`src/rtl/lsu_align_unit.sv`:
```
// Load/store alignment front-end: splits a byte-addressed access into one or two
// 8-byte-aligned memory beats and merges/extends returned load data.
module lsu_align_unit #(
    parameter int XLEN       = 64,
    parameter int BEAT_BYTES = 8
) (
    input  logic                  clk,
    input  logic                  rst_n,
    input  logic                  req_valid,
    output logic                  req_ready,
    input  logic                  req_wen,
    input  logic [XLEN-1:0]       req_addr,
    input  logic [XLEN-1:0]       req_wdata,
    input  logic [3:0]            req_size,
    input  logic                  req_sext,
    output logic                  mem_valid,
    input  logic                  mem_ready,
    output logic                  mem_wen,
    output logic [XLEN-1:0]       mem_addr,
    output logic [XLEN-1:0]       mem_wdata,
    output logic [BEAT_BYTES-1:0] mem_wmask,
    input  logic                  mem_rvalid,
    input  logic [XLEN-1:0]       mem_rdata,
    output logic                  resp_valid,
    input  logic                  resp_ready,
    output logic [XLEN-1:0]       resp_rdata,
    output logic                  resp_err
);

    typedef enum logic [2:0] {
        S_IDLE, S_B0, S_W0, S_B1, S_W1, S_RESP, S_ERR
    } state_e;

    function automatic logic size_legal(input logic [3:0] size);
        return (size == 4'd1) || (size == 4'd2) || (size == 4'd4) || (size == 4'd8);
    endfunction

    // Byte lanes touched by the access within the low (hi=0) or high (hi=1) beat.
    function automatic logic [7:0] beat_mask(input logic [2:0] off, input logic [3:0] size,
                                             input logic hi);
        logic [7:0]  bm;
        logic [15:0] m16;
        case (size)
            4'd1:    bm = 8'h01;
            4'd2:    bm = 8'h03;
            4'd4:    bm = 8'h0F;
            4'd8:    bm = 8'hFF;
            default: bm = 8'h00;
        endcase
        m16 = {8'h00, bm} << off;
        return hi ? m16[15:8] : m16[7:0];
    endfunction

    function automatic logic [63:0] beat_data(input logic [2:0] off, input logic [63:0] wdata,
                                              input logic hi);
        logic [127:0] w128;
        w128 = {64'h0, wdata} << {off, 3'b000};
        return hi ? w128[127:64] : w128[63:0];
    endfunction

    function automatic logic [63:0] load_extend(input logic [63:0] rd0, input logic [63:0] rd1,
                                                input logic [2:0] off, input logic [3:0] size,
                                                input logic sext);
        logic [127:0] sh;
        logic [63:0]  d;
        sh = {rd1, rd0} >> {off, 3'b000};
        d  = sh[63:0];
        case (size)
            4'd1:    return sext ? {{56{d[7]}},  d[7:0]}  : {56'h0, d[7:0]};
            4'd2:    return sext ? {{48{d[15]}}, d[15:0]} : {48'h0, d[15:0]};
            4'd4:    return sext ? {{32{d[31]}}, d[31:0]} : {32'h0, d[31:0]};
            default: return d;
        endcase
    endfunction

    state_e          state_q, state_d;
    logic [63:0]     addr_q, addr_d, wdata_q, wdata_d, rd0_q, rd0_d;
    logic [3:0]      size_q, size_d;
    logic            wen_q, wen_d, sext_q, sext_d;
    logic            req_ready_q, req_ready_d, mem_valid_q, mem_valid_d, mem_wen_q, mem_wen_d;
    logic [63:0]     mem_addr_q, mem_addr_d, mem_wdata_q, mem_wdata_d;
    logic [7:0]      mem_wmask_q, mem_wmask_d;
    logic            resp_valid_q, resp_valid_d, resp_err_q, resp_err_d;
    logic [63:0]     resp_rdata_q, resp_rdata_d;
    logic            split;
    logic [63:0]     beat1_addr;

    always_comb begin
        // NOTE: every _d starts at its _q so no path through the case can infer a latch.
        state_d      = state_q;
        addr_d       = addr_q;
        wdata_d      = wdata_q;
        size_d       = size_q;
        wen_d        = wen_q;
        sext_d       = sext_q;
        rd0_d        = rd0_q;
        req_ready_d  = req_ready_q;
        mem_valid_d  = mem_valid_q;
        mem_wen_d    = mem_wen_q;
        mem_addr_d   = mem_addr_q;
        mem_wdata_d  = mem_wdata_q;
        mem_wmask_d  = mem_wmask_q;
        resp_valid_d = resp_valid_q;
        resp_err_d   = resp_err_q;
        resp_rdata_d = resp_rdata_q;
        split        = beat_mask(addr_q[2:0], size_q, 1'b1) != 8'h00;
        beat1_addr   = {addr_q[63:3], 3'b000} + 64'd8;

        case (state_q)
            S_IDLE: if (req_valid) begin
                addr_d      = req_addr;
                wdata_d     = req_wdata;
                size_d      = req_size;
                wen_d       = req_wen;
                sext_d      = req_sext;
                req_ready_d = 1'b0;
                if (!size_legal(req_size)) begin
                    state_d      = S_ERR;
                    resp_valid_d = 1'b1;
                    resp_err_d   = 1'b1;
                    resp_rdata_d = 64'h0;
                end else begin
                    state_d     = S_B0;
                    mem_valid_d = 1'b1;
                    mem_wen_d   = req_wen;
                    mem_addr_d  = {req_addr[63:3], 3'b000};
                    mem_wmask_d = beat_mask(req_addr[2:0], req_size, 1'b0);
                    mem_wdata_d = beat_data(req_addr[2:0], req_wdata, 1'b0);
                end
            end
            S_B0: if (mem_ready) begin
                if (!wen_q) begin
                    state_d     = S_W0;
                    mem_valid_d = 1'b0;
                end else if (split) begin
                    state_d     = S_B1;
                    mem_addr_d  = beat1_addr;
                    mem_wmask_d = beat_mask(addr_q[2:0], size_q, 1'b1);
                    mem_wdata_d = beat_data(addr_q[2:0], wdata_q, 1'b1);
                end else begin
                    state_d      = S_RESP;
                    mem_valid_d  = 1'b0;
                    resp_valid_d = 1'b1;
                    resp_rdata_d = 64'h0;
                end
            end
            S_W0: if (mem_rvalid) begin
                rd0_d = mem_rdata;
                if (split) begin
                    state_d     = S_B1;
                    mem_valid_d = 1'b1;
                    mem_addr_d  = beat1_addr;
                    mem_wmask_d = beat_mask(addr_q[2:0], size_q, 1'b1);
                    mem_wdata_d = beat_data(addr_q[2:0], wdata_q, 1'b1);
                end else begin
                    state_d      = S_RESP;
                    resp_valid_d = 1'b1;
                    resp_rdata_d = load_extend(mem_rdata, 64'h0, addr_q[2:0], size_q, sext_q);
                end
            end
            S_B1: if (mem_ready) begin
                mem_valid_d = 1'b0;
                if (wen_q) begin
                    state_d      = S_RESP;
                    resp_valid_d = 1'b1;
                    resp_rdata_d = 64'h0;
                end else begin
                    state_d = S_W1;
                end
            end
            S_W1: if (mem_rvalid) begin
                state_d      = S_RESP;
                resp_valid_d = 1'b1;
                resp_rdata_d = load_extend(rd0_q, mem_rdata, addr_q[2:0], size_q, sext_q);
            end
            S_RESP, S_ERR: if (resp_ready) begin
                state_d      = S_IDLE;
                req_ready_d  = 1'b1;
                resp_valid_d = 1'b0;
                resp_err_d   = 1'b0;
                resp_rdata_d = 64'h0;
            end
            default: state_d = S_IDLE;
        endcase
    end

    always_ff @(posedge clk or negedge rst_n) begin
        if (!rst_n) begin
            state_q      <= S_IDLE;
            addr_q       <= '0;
            wdata_q      <= '0;
            size_q       <= '0;
            wen_q        <= 1'b0;
            sext_q       <= 1'b0;
            rd0_q        <= '0;
            req_ready_q  <= 1'b1;
            mem_valid_q  <= 1'b0;
            mem_wen_q    <= 1'b0;
            mem_addr_q   <= '0;
            mem_wdata_q  <= '0;
            mem_wmask_q  <= '0;
            resp_valid_q <= 1'b0;
            resp_err_q   <= 1'b0;
            resp_rdata_q <= '0;
        end else begin
            // NOTE: non-blocking so every flop samples the pre-edge _d values together.
            state_q      <= state_d;
            addr_q       <= addr_d;
            wdata_q      <= wdata_d;
            size_q       <= size_d;
            wen_q        <= wen_d;
            sext_q       <= sext_d;
            rd0_q        <= rd0_d;
            req_ready_q  <= req_ready_d;
            mem_valid_q  <= mem_valid_d;
            mem_wen_q    <= mem_wen_d;
            mem_addr_q   <= mem_addr_d;
            mem_wdata_q  <= mem_wdata_d;
            mem_wmask_q  <= mem_wmask_d;
            resp_valid_q <= resp_valid_d;
            resp_err_q   <= resp_err_d;
            resp_rdata_q <= resp_rdata_d;
        end
    end

    assign req_ready  = req_ready_q;
    assign mem_valid  = mem_valid_q;
    assign mem_wen    = mem_wen_q;
    assign mem_addr   = mem_addr_q;
    assign mem_wdata  = mem_wdata_q;
    assign mem_wmask  = mem_wmask_q;
    assign resp_valid = resp_valid_q;
    assign resp_rdata = resp_rdata_q;
    assign resp_err   = resp_err_q;

endmodule
```
`config.mk`:
```
export PLATFORM = sky130hd
export DESIGN_NAME = lsu_align_unit
export DESIGN_NICKNAME = d
export VERILOG_FILES = /design/src/rtl/lsu_align_unit.sv
export SDC_FILE = /design/constraint.sdc
export NUM_CORES = 1
export LEC_CHECK = 0
export CORE_UTILIZATION = 55
export DETAILED_ROUTE_END_ITERATION = 10
export PLACE_DENSITY = 0.92
export REMOVE_ABC_BUFFERS = 1
export SLEW_MARGIN = 25
export SYNTH_ARGS = -nofsm -noshare
export SYNTH_HDL_FRONTEND = slang
export SYNTH_SLANG_ARGS = --single-unit
```
`constraint.sdc`:
```
create_clock -name clk -period 3.5 [get_ports clk]
set_clock_uncertainty 0.05 [all_clocks]
set_input_delay 0.7 -clock clk [delete_from_list [all_inputs] [get_ports clk]]
set_output_delay 0.7 -clock clk [all_outputs]
set_load 0.01 [all_outputs]
```
Yosys cells after proc, flatten, opt, wreduce, memory -nomap -nowiden
Index checks and enable logic that the tools add are counted.
Word-level totals
  input bits: 204
  logic and storage cells: 163
  register bits after elaboration: 406
  output and inout port bits: 205
Operators by class
  muxes and demuxes: 88
  reductions and logical operators: 21
  add/sub/neg operators: 1
  eq/ne operators: 29
  shift operators: 8
Operators by type and width (count)
  64-bit two-way mux: 29
  64-bit case mux with 3 select lines: 4
  64-bit case mux with 6 select lines: 1
  8-bit two-way mux: 16
  64-bit by 6-bit << shifter with 128-bit output: 1
  128-bit by 6-bit right shift with 64-bit output: 1
  64-bit by 4-bit adder with 64-bit output, second input constant: 1
  8-bit case mux with 4 select lines: 2
  64-bit by 6-bit << shifter with 64-bit output: 1
  64-bit by 6-bit right shift with 64-bit output: 1
  8-bit by 3-bit << shifter with 16-bit output: 3
  2-bit != test, second input constant: 14
  3-bit two-way mux: 9
  8-bit case mux with 3 select lines: 1
  1-bit two-way mux: 21
  3-bit case mux with 6 select lines: 1
  8-bit AND reduction: 2
  12-bit AND reduction: 1
  6-bit AND reduction: 2
  10-bit AND reduction: 1
  3-bit equality test, second input constant: 3
  4-bit by 1-bit equality test with 1-bit output, second input constant: 2
  4-bit by 2-bit equality test with 1-bit output, second input constant: 2
  4-bit by 3-bit equality test with 1-bit output, second input constant: 2
  19 further kinds: 26

Depth between registers and ports, before layout
  word-level depth: 13
  mapped depth: 12
  gate-level depth less buffers: 7

Least setup slack after synthesis
Ideal clock, no wire load.
  path kind: input to register
  start: in mem_rdata[23]
  end: reg resp_rdata_q[33], in the netlist resp_rdata[33]
  library setup time: 0.125 ns
  slack: 0.681 ns
  stages: 8
  buffers on the path: 2
  arrival: 2.644 ns
  cells stage by stage: mux4_2 a222oi_1 nor2_1 or4_1 clkbuf_1 buf_2 a32o_1 mux2_2
Between the ends
  longest elaborated chain between the ends: 6
  elaborated cells on any way between the ends: 14
  those cells by class: shift (2); mux (12)
Ends and longest elaborated chain
  start: declaration: RTL line 23  | input logic [XLEN-1:0] mem_rdata,
  64-bit by 6-bit right shift with 64-bit output: RTL line 66  | sh = {rd1, rd0} >> {off, 3'b000};
  64-bit two-way mux (on tied branches): RTL line 71, 69, 70
  64-bit case mux with 3 select lines: RTL line 68  | case (size)
  64-bit two-way mux: RTL line 149  | if (split) begin
  64-bit two-way mux: RTL line 147  | S_W0: if (mem_rvalid) begin
  64-bit case mux with 6 select lines (*): RTL line 109  | case (state_q)
  end signal: assignment: RTL line 222  | resp_rdata_q <= resp_rdata_d;
  end: declaration: RTL line 84  | logic [63:0] resp_rdata_q, resp_rdata_d;
Every way passes the cells marked *; elsewhere a longest branch is shown, timed or not. The select of a mux whose other input is x is not followed.
A chain may end at the register's enable or synchronous reset.

Worst setup path in the final report
  start: reg addr_q[34]
  end: reg mem_addr_q[50], in the netlist mem_addr[50]
Between the ends
  longest elaborated chain between the ends: 5
  elaborated cells on any way between the ends: 6
  those cells by class: add/sub (1); mux (5)
Ends and longest elaborated chain
  start: declaration: RTL line 77  | logic [63:0] addr_q, addr_d, wdata_q, wdata_d, rd0_q, rd0_d;
  start signal: assignment: RTL line 208  | addr_q <= addr_d;
  64-bit by 4-bit adder with 64-bit output (*): RTL line 107  | beat1_addr = {addr_q[63:3], 3'b000} + 64'd8;
  64-bit two-way mux (*): RTL line 135, 149
  64-bit two-way mux: RTL line 132  | if (!wen_q) begin
  64-bit two-way mux: RTL line 131  | S_B0: if (mem_ready) begin
  64-bit case mux with 3 select lines (*): RTL line 109
  end signal: assignment: RTL line 217  | mem_addr_q <= mem_addr_d;
  end: declaration: RTL line 81  | logic [63:0] mem_addr_q, mem_addr_d, mem_wdata_q, mem_wdata_d;
Marks and branches as above.

==> impl_results.md <==
* Status: finished clean
* Antenna violations before repair at 13
* Initial core utilization at a little under three fifths
* Number of flops mapped to enable cells by yosys at 0
* Post-synthesis sequential area ratio at 38.8%
* Sink Count at slightly below 400
* CTS Buffer Depth at 3
* Skew-Pair Late Insertion Delay at around 0.62 ns
* PwrDens at 1020 nW/µm²
* Chip Height at roughly 220 µm
* Relative slew slack at ~17%
* Yosys reg bits at between 300 and 400
* Critical R2R Capture: mem_addr[50]
* Unique cell type count in the Yosys netlist at 74
* Reg-to-reg setup timing slack at roughly 0.32 ns
* Final setup vio count at 0
* Slew Limit Fails at 0
* First-pass GRT wire length at 142000 µm
* Cts bufs inserted at between 40 and 50
* Boundary Pins at approximately 410
* Worst vdd ir at about 770 µV
* Final ANT Viol Nets at 0
* DR iter-0 viols at about 3200
* Most frequent cells in the layout: clkdlybuf4s50_1, dfrtp_1, mux2_2
* Placed cells at approximately 3400
* Unrepaired setup endpoints after global routing: false
* Worst setup EP type: register
* Port bufs at 405
* CTS H-tree lvls at 2
* Crit start category: register
* Reg2Reg Launch Point: addr_q[34]
* Clk slew on worst S/H paths at ~0.06 ns
* Highest clock rate at between 300 and 400 MHz
* Fin crit share at 90.7%
* Area added between synthesis and finish at 25.6%
* Worst Hold Class: input pin to asynchronous set/reset pin
* Fin worst setup slack at roughly 0.32 ns
* Post-synth top area share at between 30% and 40%
* Largest net degree at the start of global routing at 104
* Vias in the first global route at ~25000
* Detailed-route DRC error count at 0
* Syn Inst Count at about 2600
* Filler cell count at 3073
* Arr. time, crit path at 3.67 ns
* Routed WL per cell at around 26 µm
* Crit Path Class: register to register
* Most common cell after layout, fill and taps aside: clkdlybuf4s50_1
* Final hold slack at a little over 0.08 ns
* Top cells by area, synth: dfrtp_1, mux2_2, mux2i_1
* Ys flop type: dfrtp_1
* Data required, critical path at ~4 ns
* Grt total ovfl at 0
* CP max FO at 8
* Post-CTS Setup Bufs at 0
* Asr flop ratio synth at between 90% and 100%
* Detail Placement HPWL at slightly below 60000 µm
* Routed vias/inst at about 7
* Post-Place Setup Slack at about 0.1 ns
* Leak Pwr at 13.2 nW
* Cell Area, Synth at ~25000 µm²
* Final WL at 92100 µm
* Ys Warns at 0
* Tot Pwr at ~33 mW
* Avg Cell Area, Syn at just under 10 µm²
* GRT Total Usage at a little under two fifths
* Final min period at 3.18 ns
* Worst R2R Path Depth at 6
* Post-CTS sizing at 0
* Max-Cap Viols at 0
* FP Rows at 78
* Layout Cells excl Fill at 3532
* CTS tree: yes
* Worst Max-Slew Pin Slew at about 1.2 ns
* Pre-antenna DRT Iters at 7
* Clock root buffer: clkbuf_16
* Hold-fix buffers at CTS at 0
* Placer Congestion at 0.941
* Core box area at 45600 µm²
* Die X at approximately 220 µm
* Post-synth top area cell: dfrtp_1
* Routed vias at 24500
* Fin nets at about 3100
* Die footprint at between 40000 and 50000 µm²
* Final Hold Viols at 0
* Core Util, Final at between 70 and 80%
* Share of layout cells above drive strength 1 at about a fifth
==> metal layers <==
| layer | vias to the layer above | GRT usage, % | share of wire, % | routed length (µm) |
|---|---|---|---|---|
| li1 | 10200 | - | - | - |
| met1 | 11800 | 47.3 | 36 | 32700 |
| met2 | 1990 | 60.4 | 46 | 42100 |
| met3 | 545 | 11.9 | 13 | 11600 |
| met4 | 14 | 20.3 | 6.1 | 5630 |
| met5 | - | 0 | 0.099 | 91 |
==> critical path, stage by stage (launching register included) <==
cell     delay (ns)
dfrtp_1        0.47
nand4_1        0.30
or4_1          0.75
or4_1          0.64
or4_1          0.53
a31oi_1        0.20
mux2_2         0.17
==> flip-flops by register name (all words and copies together), names as in the netlist, 3 cells and up <==
register	flops
addr_q	64
mem_addr	61
mem_wdata	64
mem_wmask	8
rd0_q	64
resp_rdata	64
size_q	4
state_q	3
wdata_q	56
==> through the flow <==
step / TNS, ns / cell area, µm²
floorplan: -1218.13 / 24500
global placement: 0 / 30300
detailed placement: 0 / 30300
CTS: 0 / 32000
global route: 0 / 32000
finish: 0 / 32000
==> layout make-up <==
| class | instances | area, µm² | area share (%) |
|---|---|---|---|
| antenna | 6 | 15.0 | 0.0469 |
| clock inverter | 25 | 384 | 1.20 |
| clock buffer | 61 | 1290 | 4.03 |
| timing repair buffer | 489 | 4910 | 15.3 |
| inverter | 22 | 85.1 | 0.266 |
| sequential | 395 | 9900 | 30.9 |
| multi-input combinational | 1934 | 14700 | 45.8 |
| tap | 600 | 751 | 2.35 |
==> how the worst max path moves through the flow <==
stage / start / to / slack (ns) / cells after the start
after CTS: state_q[1] / mem_wdata[39] / 0.32 / 5
after global placement: mem_rdata[23] / resp_rdata[43] / 0.13 / 8
final: addr_q[34] / mem_addr[50] / 0.32 / 6
after floorplan: addr_q[1] / mem_addr[55] / -6.38 / 6
after global routing: addr_q[34] / mem_addr[50] / 0.22 / 6
after detailed placement: mem_rdata[23] / resp_rdata[51] / 0.1 / 8
==> power breakdown <==
group          leakage [nW]  internal, mW  total (mW)  switching (mW)
Sequential             4.92          6.71        8.99            2.28
Combinational          7.52          8.43        18.2            9.81
Clock                 0.802          3.21        5.36            2.15
==> synth_stat cells (34+ instances only) <==
| cell type | number |
|---|---|
| nor3_1 | 46 |
| nand2_1 | 299 |
| buf_2 | 34 |
| a221oi_1 | 34 |
| mux4_2 | 44 |
| nand3_1 | 38 |
| mux2_2 | 348 |
| o211ai_1 | 37 |
| nor2_1 | 154 |
| clkbuf_1 | 149 |
| o21ai_0 | 218 |
| a21oi_1 | 81 |
| mux2i_1 | 242 |
| buf_1 | 47 |
| dfrtp_1 | 394 |
==> kinds of logic (layout without fill, tap and decap cells) <==
| logic type | Yosys count | count (layout) | synth area share [%] |
|---|---|---|---|
| muxes | 635 | 635 | 28.8 |
| DFF | 395 | 395 | 38.8 |
| other | 1 | 9 | 0.0147 |
| AOI/OAI and AO/OA | 587 | 587 | 15.1 |
| adders and majority gates | 1 | 1 | 0.0491 |
| buffers and inverters | 258 | 597 | 4.07 |
| xor gates and xnor gates | 43 | 43 | 1.48 |
| and+or+nand+nor | 665 | 665 | 11.7 |
Note: power is estimated with default switching activity, not from simulation.
